--- config.mk ---
export PLATFORM = sky130hd
export DESIGN_NAME = pet_status
export DESIGN_NICKNAME = d
export VERILOG_FILES = /design/src/rtl/pet_pkg.sv /design/src/rtl/need_counter.sv /design/src/rtl/pet_status.sv
export SDC_FILE = /design/constraint.sdc
export NUM_CORES = 1
export LEC_CHECK = 0
export ABC_AREA = 0
export CORE_MARGIN = 2
export CORE_UTILIZATION = 40
export CTS_BUF_LIST = sky130_fd_sc_hd__clkbuf_16
export DETAILED_ROUTE_END_ITERATION = 6
export GPL_TIMING_DRIVEN = 0
export PLACE_DENSITY_LB_ADDON = 0.12
export REMOVE_ABC_BUFFERS = 1
export SYNTH_ARGS = -nofsm -noshare
export SYNTH_HDL_FRONTEND = slang
export SYNTH_SLANG_ARGS = --single-unit
--- constraint.sdc ---
create_clock -name clk -period 3.9 [get_ports clk]
set_input_delay 0.39 -clock clk [delete_from_list [all_inputs] [get_ports clk]]
set_output_delay 0.39 -clock clk [all_outputs]
set_load 0.01 [all_outputs]
--- src/rtl/pet_pkg.sv ---
// Shared types and constants for the virtual-pet game-state datapath.
// Latency: n/a (declarations only).
// Backpressure: n/a.
package pet_pkg;

   localparam int LVL_W = 4;
   typedef logic [LVL_W-1:0] level_t;
   localparam level_t LEVEL_MAX = 4'd15;

   typedef enum logic [2:0] {
      NONE,
      BALL,
      FOOD,
      BROOM,
      PILLS,
      FIRSTAID
   } item_e;

   typedef enum logic {
      IDLE,
      PENDING
   } item_st_e;

   localparam int DEF_TICKS_PER_STEP = 30;
   localparam int DEF_BORED_DIV      = 2;
   localparam int DEF_DIRTY_DIV      = 3;
   localparam int DEF_NEED_THRESH    = 8;
   localparam int DEF_DYING_THRESH   = 4;
   localparam int DEF_AWAKE_STEPS    = 40;
   localparam int DEF_SLEEP_STEPS    = 10;

   // Counter width able to hold 0..n-1, never narrower than one bit.
   function automatic int cnt_w(input int n);
      return (n < 2) ? 1 : $clog2(n);
   endfunction

endpackage

--- src/rtl/need_counter.sv ---
// Saturating 4-bit need level with registered threshold enable.
// Latency: level and enable both update on the edge after inc/clr.
// Backpressure: none; clr beats hold beats inc, inc saturates at LEVEL_MAX.
module need_counter
   import pet_pkg::*;
#(
   parameter int THRESH = DEF_NEED_THRESH
)(
   input  logic   clk,
   input  logic   reset,
   input  logic   inc,
   input  logic   clr,
   input  logic   hold,
   output level_t level,
   output logic   en
);

   localparam level_t THR_L = level_t'(THRESH);

   level_t level_q, level_d;
   logic   en_q, en_d;

   // Next level: item effect clears even while frozen, aging only when not held.
   always_comb begin
      level_d = level_q;
      if (clr) begin
         level_d = '0;
      end else if (hold) begin
         level_d = level_q;
      end else if (inc && (level_q != LEVEL_MAX)) begin
         level_d = level_q + 4'd1;
      end
      en_d = (level_d >= THR_L);
   end

   // Level and enable registers, synchronous active-low reset.
   always_ff @(posedge clk) begin
      if (!reset) begin
         level_q <= '0;
         en_q    <= 1'b0;
      end else begin
         level_q <= level_d;
         en_q    <= en_d;
      end
   end

   assign level = level_q;
   assign en    = en_q;

endmodule

--- src/rtl/pet_status.sv ---
// Pet game state: step generator, need aging, health, sleep cycle, item requests.
// Latency: every output registered; effects visible the edge after the causing pulse.
// Backpressure: none; buttons are dropped while pending, asleep or deceased.
module pet_status
   import pet_pkg::*;
#(
   parameter int TICKS_PER_STEP = DEF_TICKS_PER_STEP,
   parameter int BORED_DIV      = DEF_BORED_DIV,
   parameter int DIRTY_DIV      = DEF_DIRTY_DIV,
   parameter int NEED_THRESH    = DEF_NEED_THRESH,
   parameter int DYING_THRESH   = DEF_DYING_THRESH,
   parameter int AWAKE_STEPS    = DEF_AWAKE_STEPS,
   parameter int SLEEP_STEPS    = DEF_SLEEP_STEPS
)(
   input  logic       clk,
   input  logic       reset,
   input  logic       frameTick,
   input  logic       playBtn,
   input  logic       feedBtn,
   input  logic       cleanBtn,
   input  logic       medsBtn,
   input  logic       aidBtn,
   input  logic       itemDone,
   output logic       ballGiven,
   output logic       foodGiven,
   output logic       broomGiven,
   output logic       pillsGiven,
   output logic       firstAidGiven,
   output logic       hungerEnable,
   output logic       boredEnable,
   output logic       sickEnable,
   output logic       dirtyEnable,
   output logic       dyingEnable,
   output logic       zzzsEnable,
   output logic       deceased,
   output logic [3:0] health
);

   localparam int TW = cnt_w(TICKS_PER_STEP);
   localparam int BW = cnt_w(BORED_DIV);
   localparam int DW = cnt_w(DIRTY_DIV);
   localparam int SW = cnt_w((AWAKE_STEPS > SLEEP_STEPS) ? AWAKE_STEPS : SLEEP_STEPS);

   localparam logic [TW-1:0] TICK_LAST  = TW'(TICKS_PER_STEP - 1);
   localparam logic [BW-1:0] BORED_LAST = BW'(BORED_DIV - 1);
   localparam logic [DW-1:0] DIRTY_LAST = DW'(DIRTY_DIV - 1);
   localparam logic [SW-1:0] AWAKE_LAST = SW'(AWAKE_STEPS - 1);
   localparam logic [SW-1:0] SLEEP_LAST = SW'(SLEEP_STEPS - 1);
   localparam level_t        NEED_L     = level_t'(NEED_THRESH);
   localparam level_t        DYING_L    = level_t'(DYING_THRESH);

   logic [TW-1:0] tick_q, tick_d;
   logic [BW-1:0] bdiv_q, bdiv_d;
   logic [DW-1:0] ddiv_q, ddiv_d;
   logic [SW-1:0] slp_q, slp_d;
   logic          asleep_q, asleep_d;
   level_t        health_q, health_d;
   logic          deceased_q, deceased_d;
   logic          dying_q, dying_d;
   item_st_e      st_q, st_d;
   item_e         item_q, item_d;
   logic [4:0]    given_q, given_d;

   logic   step, age, hold;
   logic   bored_inc, dirt_inc, sick_inc;
   logic   done_fire, any_max, health_dec;
   logic   clr_hunger, clr_bored, clr_dirt, clr_sick;
   level_t hunger_lvl, bored_lvl, dirt_lvl, sick_lvl;

   // Frame tick divider, aging dividers and the awake/asleep step counter.
   always_comb begin
      step   = frameTick && (tick_q == TICK_LAST);
      age    = step && !asleep_q && !deceased_q;
      hold   = asleep_q || deceased_q;

      tick_d = tick_q;
      if (frameTick) begin
         tick_d = step ? '0 : tick_q + TW'(1);
      end

      bdiv_d    = bdiv_q;
      ddiv_d    = ddiv_q;
      bored_inc = age && (bdiv_q == BORED_LAST);
      dirt_inc  = age && (ddiv_q == DIRTY_LAST);
      sick_inc  = age && (dirt_lvl >= NEED_L);
      if (age) begin
         bdiv_d = bored_inc ? '0 : bdiv_q + BW'(1);
         ddiv_d = dirt_inc  ? '0 : ddiv_q + DW'(1);
      end

      slp_d    = slp_q;
      asleep_d = asleep_q;
      if (step) begin
         if (asleep_q) begin
            if (slp_q == SLEEP_LAST) begin
               slp_d    = '0;
               asleep_d = 1'b0;
            end else begin
               slp_d = slp_q + SW'(1);
            end
         end else begin
            if (slp_q == AWAKE_LAST) begin
               slp_d    = '0;
               asleep_d = 1'b1;
            end else begin
               slp_d = slp_q + SW'(1);
            end
         end
      end
   end

   // Health, death latch and the item request state machine.
   always_comb begin
      done_fire  = (st_q == PENDING) && itemDone;
      clr_hunger = done_fire && (item_q == FOOD);
      clr_bored  = done_fire && (item_q == BALL);
      clr_dirt   = done_fire && (item_q == BROOM);
      clr_sick   = done_fire && (item_q == PILLS);

      any_max    = (hunger_lvl == LEVEL_MAX) || (bored_lvl == LEVEL_MAX) ||
                   (dirt_lvl == LEVEL_MAX)   || (sick_lvl == LEVEL_MAX);
      health_dec = age && any_max && (health_q != '0);

      health_d = health_q;
      if (done_fire && (item_q == FIRSTAID)) begin
         health_d = LEVEL_MAX;
      end else if (health_dec) begin
         health_d = health_q - 4'd1;
      end
      deceased_d = deceased_q || (health_d == '0);
      dying_d    = (health_d <= DYING_L) && !deceased_d;

      st_d   = st_q;
      item_d = item_q;
      case (st_q)
         IDLE: begin
            if (!asleep_q && !deceased_q) begin
               st_d = PENDING;
               if (playBtn)       item_d = BALL;
               else if (feedBtn)  item_d = FOOD;
               else if (cleanBtn) item_d = BROOM;
               else if (medsBtn)  item_d = PILLS;
               else if (aidBtn)   item_d = FIRSTAID;
               else               st_d   = IDLE;
            end
         end
         PENDING: begin
            if (itemDone) begin
               st_d   = IDLE;
               item_d = NONE;
            end
         end
         default: begin
            st_d   = IDLE;
            item_d = NONE;
         end
      endcase
      // Death on this edge drops any request, even one finishing right now.
      if (deceased_d) begin
         st_d   = IDLE;
         item_d = NONE;
      end

      given_d = {item_d == BALL, item_d == FOOD, item_d == BROOM,
                 item_d == PILLS, item_d == FIRSTAID};
   end

   // All block state and registered outputs, synchronous active-low reset.
   always_ff @(posedge clk) begin
      if (!reset) begin
         tick_q     <= '0;
         bdiv_q     <= '0;
         ddiv_q     <= '0;
         slp_q      <= '0;
         asleep_q   <= 1'b0;
         health_q   <= LEVEL_MAX;
         deceased_q <= 1'b0;
         dying_q    <= 1'b0;
         st_q       <= IDLE;
         item_q     <= NONE;
         given_q    <= '0;
      end else begin
         tick_q     <= tick_d;
         bdiv_q     <= bdiv_d;
         ddiv_q     <= ddiv_d;
         slp_q      <= slp_d;
         asleep_q   <= asleep_d;
         health_q   <= health_d;
         deceased_q <= deceased_d;
         dying_q    <= dying_d;
         st_q       <= st_d;
         item_q     <= item_d;
         given_q    <= given_d;
      end
   end

   need_counter #(.THRESH(NEED_THRESH)) u_hunger (
      .clk(clk), .reset(reset), .inc(age), .clr(clr_hunger), .hold(hold),
      .level(hunger_lvl), .en(hungerEnable)
   );

   need_counter #(.THRESH(NEED_THRESH)) u_bored (
      .clk(clk), .reset(reset), .inc(bored_inc), .clr(clr_bored), .hold(hold),
      .level(bored_lvl), .en(boredEnable)
   );

   need_counter #(.THRESH(NEED_THRESH)) u_dirt (
      .clk(clk), .reset(reset), .inc(dirt_inc), .clr(clr_dirt), .hold(hold),
      .level(dirt_lvl), .en(dirtyEnable)
   );

   need_counter #(.THRESH(NEED_THRESH)) u_sick (
      .clk(clk), .reset(reset), .inc(sick_inc), .clr(clr_sick), .hold(hold),
      .level(sick_lvl), .en(sickEnable)
   );

   assign {ballGiven, foodGiven, broomGiven, pillsGiven, firstAidGiven} = given_q;
   assign dyingEnable = dying_q;
   assign zzzsEnable  = asleep_q;
   assign deceased    = deceased_q;
   assign health      = health_q;

endmodule

After elaboration in Yosys (flattened, before gate mapping)
Index checks and enable logic that the tools add are counted.
{"block": "classes", "n_addsub": 9, "order_cmp": 6, "n_eq_ne": 22, "n_mux": 40, "bitwise": 2, "reduce_logical": 31}
{"operator": "2-to-1 mux 4 bit", "count": 14}
{"operator": "2-to-1 mux 3 bit", "count": 8}
{"operator": "greater-or-equal comparator 4 bit, second input constant", "count": 5}
{"operator": "logical AND 1 bit", "count": 20}
{"operator": "2-to-1 mux 6 bit", "count": 3}
{"operator": "adder 4 x 1 -> 4 bit, second input constant", "count": 4}
{"operator": "== test 4 bit, second input constant", "count": 4}
{"operator": "!= test 4 bit, second input constant", "count": 4}
{"operator": "== test 3 x 2 -> 1 bit, second input constant", "count": 4}
{"operator": "== test 3 bit, second input constant", "count": 4}
{"operator": "2-to-1 mux 1 bit", "count": 11}
{"operator": "adder 6 x 1 -> 6 bit, second input constant", "count": 1}
{"operator": "== test 3 x 1 -> 1 bit, second input constant", "count": 2}
{"operator": "== test 6 x 4 -> 1 bit, second input constant", "count": 1}
{"operator": "== test 6 bit, second input constant", "count": 1}
{"operator": "case mux 3 bit (2 select lines)", "count": 1}
{"operator": "adder 5 x 1 -> 5 bit, second input constant", "count": 1}
{"operator": "== test 5 bit, second input constant", "count": 1}
{"operator": "logical OR 1 bit", "count": 5}
{"operator": "2-to-1 mux 5 bit", "count": 1}
{"operator": "less-or-equal comparator 4 x 3 -> 1 bit, second input constant", "count": 1}
{"operator": "zero test 4 bit", "count": 1}
{"operator": "nonzero test 4 bit", "count": 1}
{"operator": "subtractor 4 x 1 -> 4 bit, second input constant", "count": 1}
{"operator": "8 further kinds", "count": 11}
{"block": "word_totals", "reg_bits": 50, "inputBits": 9, "out_inout_bits": 16, "elab_cells": 129}

Depth between registers and ports, before layout
{"block": "logic_depth", "ltp_word": 12, "depth_mapped": 10, "ltp_nobuf": 8}

Modules after synthesis
A second synthesis with hierarchy kept.
{"block": "hier_totals", "hier_cells": 290, "area_unflattened_um2": 2501.1}
{"mod": "pet_status", "n_inst": 1, "cells_per_inst": 190, "area_per_inst_um2": 1610.3, "seq_area_each_um2": 600.6}
{"mod": "need_counter", "n_inst": 4, "cells_per_inst": 25, "area_per_inst_um2": 222.7, "seq_area_each_um2": 80.1}

Worst setup path before layout
Ideal clock, no wire load.
{"block": "synth_timing", "kind": "register to register", "from": "reg asleep_q (netlist: zzzsEnable)", "to": "reg dying_q (netlist: dyingEnable)", "setup_time_ps": 126, "arrival_ps": 1975, "required_time_ps": 3774, "setup_slack_ps": 1800, "stages_incl_launch_ff": 8, "n_path_buf": 1, "synth_period_minus_slack_ps": 2100, "cell_sequence": "dfxtp_1 or2_4 or3_1 buf_6 o31a_1 or3_1 xnor2_1 nor3_1"}
{"block": "synth_between", "elab_chain_cells": 11, "elab_cells_between_ends": 12, "classes_between": "order compare: 1; mux: 2; reduce/logical: 9"}
{"element": "from (decl)", "line": "pet_status.sv:56", "source": "logic asleep_q, asleep_d;"}
{"element": "from (signal assigned)", "line": "pet_status.sv:187", "source": "asleep_q <= asleep_d;"}
{"element": "zero test 1 bit (*)", "line": "pet_status.sv:73", "source": "age = step && !asleep_q && !deceased_q;"}
{"element": "logical AND 1 bit (*) (2 in a row)", "line": "pet_status.sv:73"}
{"element": "logical AND 1 bit (*) (2 in a row)", "line": "pet_status.sv:122", "source": "health_dec = age && any_max && (health_q != '0);"}
{"element": "2-to-1 mux 4 bit (*)", "line": "pet_status.sv:127", "source": "end else if (health_dec) begin"}
{"element": "2-to-1 mux 4 bit (*)", "line": "pet_status.sv:125", "source": "if (done_fire && (item_q == FIRSTAID)) begin"}
{"element": "branches (longest 3 deep; another with less-or-equal comparator 4 x 3 -> 1 bit)"}
{"element": "logical AND 1 bit (*)", "line": "pet_status.sv:131", "source": "dying_d = (health_d <= DYING_L) && !deceased_d;"}
{"element": "to (signal assigned)", "line": "pet_status.sv:190", "source": "dying_q <= dying_d;"}
{"element": "to (decl)", "line": "pet_status.sv:59", "source": "logic dying_q, dying_d;"}
Mark *: on every way between the ends.
A chain may end at the register's enable or synchronous reset.

Worst setup path in the final report
{"block": "layout_timing", "from": "in frameTick", "to": "reg given_q[4]"}
{"block": "layout_between", "elab_chain_cells": 11}
{"element": "from (decl)", "line": "pet_status.sv:17", "source": "input logic frameTick,"}
{"element": "logical AND 1 bit", "line": "pet_status.sv:72", "source": "step = frameTick && (tick_q == TICK_LAST);"}
{"element": "logical AND 1 bit (2 in a row)", "line": "pet_status.sv:73"}
{"element": "logical AND 1 bit (2 in a row)", "line": "pet_status.sv:122"}
{"element": "2-to-1 mux 4 bit", "line": "pet_status.sv:127"}
{"element": "2-to-1 mux 4 bit", "line": "pet_status.sv:125"}
{"element": "zero test 4 bit", "line": "pet_status.sv:130", "source": "deceased_d = deceased_q || (health_d == '0);"}
{"element": "logical OR 1 bit", "line": "pet_status.sv:130"}
{"element": "2-to-1 mux 3 bit", "line": "pet_status.sv:159", "source": "if (deceased_d) begin"}
{"element": "== test 3 x 1 -> 1 bit", "line": "pet_status.sv:164", "source": "given_d = {item_d == BALL, item_d == FOOD, item_d == BROOM,"}
{"element": "to (signal assigned)", "line": "pet_status.sv:193", "source": "given_q <= given_d;"}
{"element": "to (decl)", "line": "pet_status.sv:62", "source": "logic [4:0] given_q, given_d;"}
Every way passes these cells.

==> run metrics <==
Syn. warnings=0; dpl cells=360; CTS H-tree depth=2; core box area=5510 sq um; Ports=25; vias in the first global route=1694; clock sink count=48; Vias=1870; Crit path required time=4.09 ns; Final Cycle Share=66.6%; Crit Path Category=in -> reg; area added between synthesis and finish=18.7%; maximum clock rate=0.385 GHz; slowest stage delay, CP=0.67 ns; grt met2 use=22.2%; CTS resizes=0; largest net degree at the start of global routing=16; RSZ-0062 raised after global routing=no; Synth Register Bits=48; initial antenna violation count=0; Min-Delay Path Class=reg -> reg; final core utilization=49.2%; Die H=79.5 um; Max Cap Viol=0; crit path cell chain=clkdlybuf4s50_1 -> nand2_1 -> nor3_2 -> a311oi_1 -> o22ai_1 -> nand2b_1 -> nor4_1; CP Capture Type=flip-flop; initial core utilization=41.4%; busiest layer in global routing=met1; final non-filler cell total=368; pre-CTS setup slack=0.558 ns; clock skew=0.00631 ns; most frequent cells in the layout=dfxtp_1, nor2_1, nand2_1; most common cell after layout, fill and taps aside=dfxtp_1; final hold viol count=0; number of setup buffers added after CTS=0; crit-path max FO=12; DRC Markers=0; leakage=1.03 nW; Netlist cell types=42; syn_area_per_cell=8.36 sq um; kind of cell adding the most delay to the critical path=simple AND/OR/NAND/NOR gates; # setup viols final=0; Root Buffer=clkbuf_16; Crit path arrival time=2.79 ns; hold slack=0.491 ns; Wirelength per Cell=12.3 um; status=complete, no violations; CP startpoint kind=input pin; critical path buffer and inverter count=1; final wirelength=4540 um; power density over the cells=355 nW/um^2; Seq/Total Area, Yosys=42.1%; met3 usage=4.07%; Period minus WS final=2.60 ns; worst skew pair latency=0.29 ns; Placer Congestion=0.814; Rel. slew slack=46.7%; first-pass GRT wire length=7830 um; Max clock buf depth=2; Port Buffers=24; CTS tree=built; Syn Inst Count=273; die width=79.5 um; Num CTS Buffers=5; fin. max-slew vios=0; TritonRoute pass-1 iters=4; # fillers=547; fin nets=314; initial DRC count=122; drt via density=5.08; Async S/R FF share, synth=0%; Least-Margin Pin Slew=0.794 ns; Reg clk slew, reported paths=0.06 ns; HPWL after DPL=3270 um; Syn Std Cell Area=2280 sq um; total gr overflow=0; layout cells sized above 1=3.72%; hold_buf cts=0; antenna viol nets, final=0; critical path's slowest cell=nor3_2; EDFF count, synth=0; Ant. Diodes=0; Total Neg Setup Slack=0 ns; peak supply drop=223 uV; Synth Flop Type=dfxtp_1; row count=27; met1 usage=22.5%; final worst setup slack=1.30 ns; all-layer global routing usage=15.6%; die area=6330 sq um
-- worst reg2reg max path, stage by stage (launching register included) --
cell and delay, ns:
dfxtp_1 0.37, or2_4 0.30, nor3_2 0.67, a311oi_1 0.19, o22ai_1 0.26, nand2b_1 0.22, nor4_1 0.31
-- cells in the mapped netlist, types with 2 or more instances --
| master | number | area (sq um) |
|---|---|---|
| xor2_1 | 11 | 96.3 |
| xnor2_1 | 8 | 70.1 |
| o31ai_1 | 3 | 22.5 |
| nor2_1 | 45 | 169 |
| nand2_1 | 27 | 101 |
| o22ai_1 | 2 | 12.5 |
| nor4_1 | 6 | 37.5 |
| ha_1 | 10 | 125 |
| nand3_1 | 12 | 60.1 |
| nand4_1 | 7 | 43.8 |
| nand2b_1 | 3 | 18.8 |
| inv_1 | 10 | 37.5 |
| o21ai_0 | 10 | 50.1 |
| nor3_1 | 10 | 50.1 |
| and4b_1 | 3 | 30.0 |
| o211ai_1 | 2 | 15.0 |
| mux2i_1 | 6 | 60.1 |
| clkbuf_1 | 5 | 18.8 |
| and3_1 | 4 | 25.0 |
| a21oi_1 | 10 | 50.1 |
| buf_2 | 3 | 15.0 |
| or3_1 | 7 | 43.8 |
| dfxtp_1 | 48 | 961 |
| or2_2 | 3 | 18.8 |
-- state kept, by name, indices dropped and copies added (netlist names), 3 cells and up --
register,flops
tick_q,5
u_dirt.level,4
health,4
u_hunger.level,3
u_bored.level,3
given_q,5
slp_q,6
u_sick.level,4
item_q,3
-- worst paths after layout --
kind	slack [ns]	from	cells after the start	endpoint
setup / recovery	1.30	frameTick	7	given_q[4]
hold / removal	0.49	slp_q[1]	2	slp_q[1]
setup reg to reg	1.49	zzzsEnable	6	given_q[4]
hold reg to reg	0.49	slp_q[1]	2	slp_q[1]
-- metal layers --
metal / share of wire (%) / routed length, um / vias to the layer above
li1: - / - / 991
met1: 55 / 2520 / 840
met2: 40 / 1800 / 34
met3: 3.7 / 166 / 5
met4: 1.3 / 59 / 0
met5: 0 / 0 / -
-- metrics by stage --
step | area [sq um] | total power [W]
floorplan | 2240 | 0.000541
global route | 2710 | 0.000999
detailed placement | 2570 | 0.000566
finish | 2710 | 0.000963
CTS | 2700 | 0.000977
global placement | 2570 | 0.000566
-- cell type report --
type	count	area [sq um]	area share, %
Clock inverter	3	11.3	0.416
Clock buffer	5	125	4.62
Tap cell	72	90.1	3.33
Timing Repair Buffer	24	240	8.87
Inverter	10	37.5	1.39
Multi-Input combinational cell	206	1240	45.9
Sequential cell	48	961	35.5
-- where the power goes --
group	total, W	switching (W)	internal (W)
Sequential	0.000504	0.00000681	0.000497
Clock	0.000408	0.000177	0.000231
Combinational	0.0000508	0.0000283	0.0000225
-- cells by family (layout without fill, tap and decap cells) --
group,after synthesis,after routing,share of synthesized area [%]
simple gates,137,137,29.8
flops,48,48,42.1
compound gates,34,34,9.05
xor+xnor,19,19,7.29
buf+inv,19,42,3.62
fa+ha+maj,10,10,5.48
mux,6,6,2.63
Note: power is estimated with default switching activity, not from simulation.
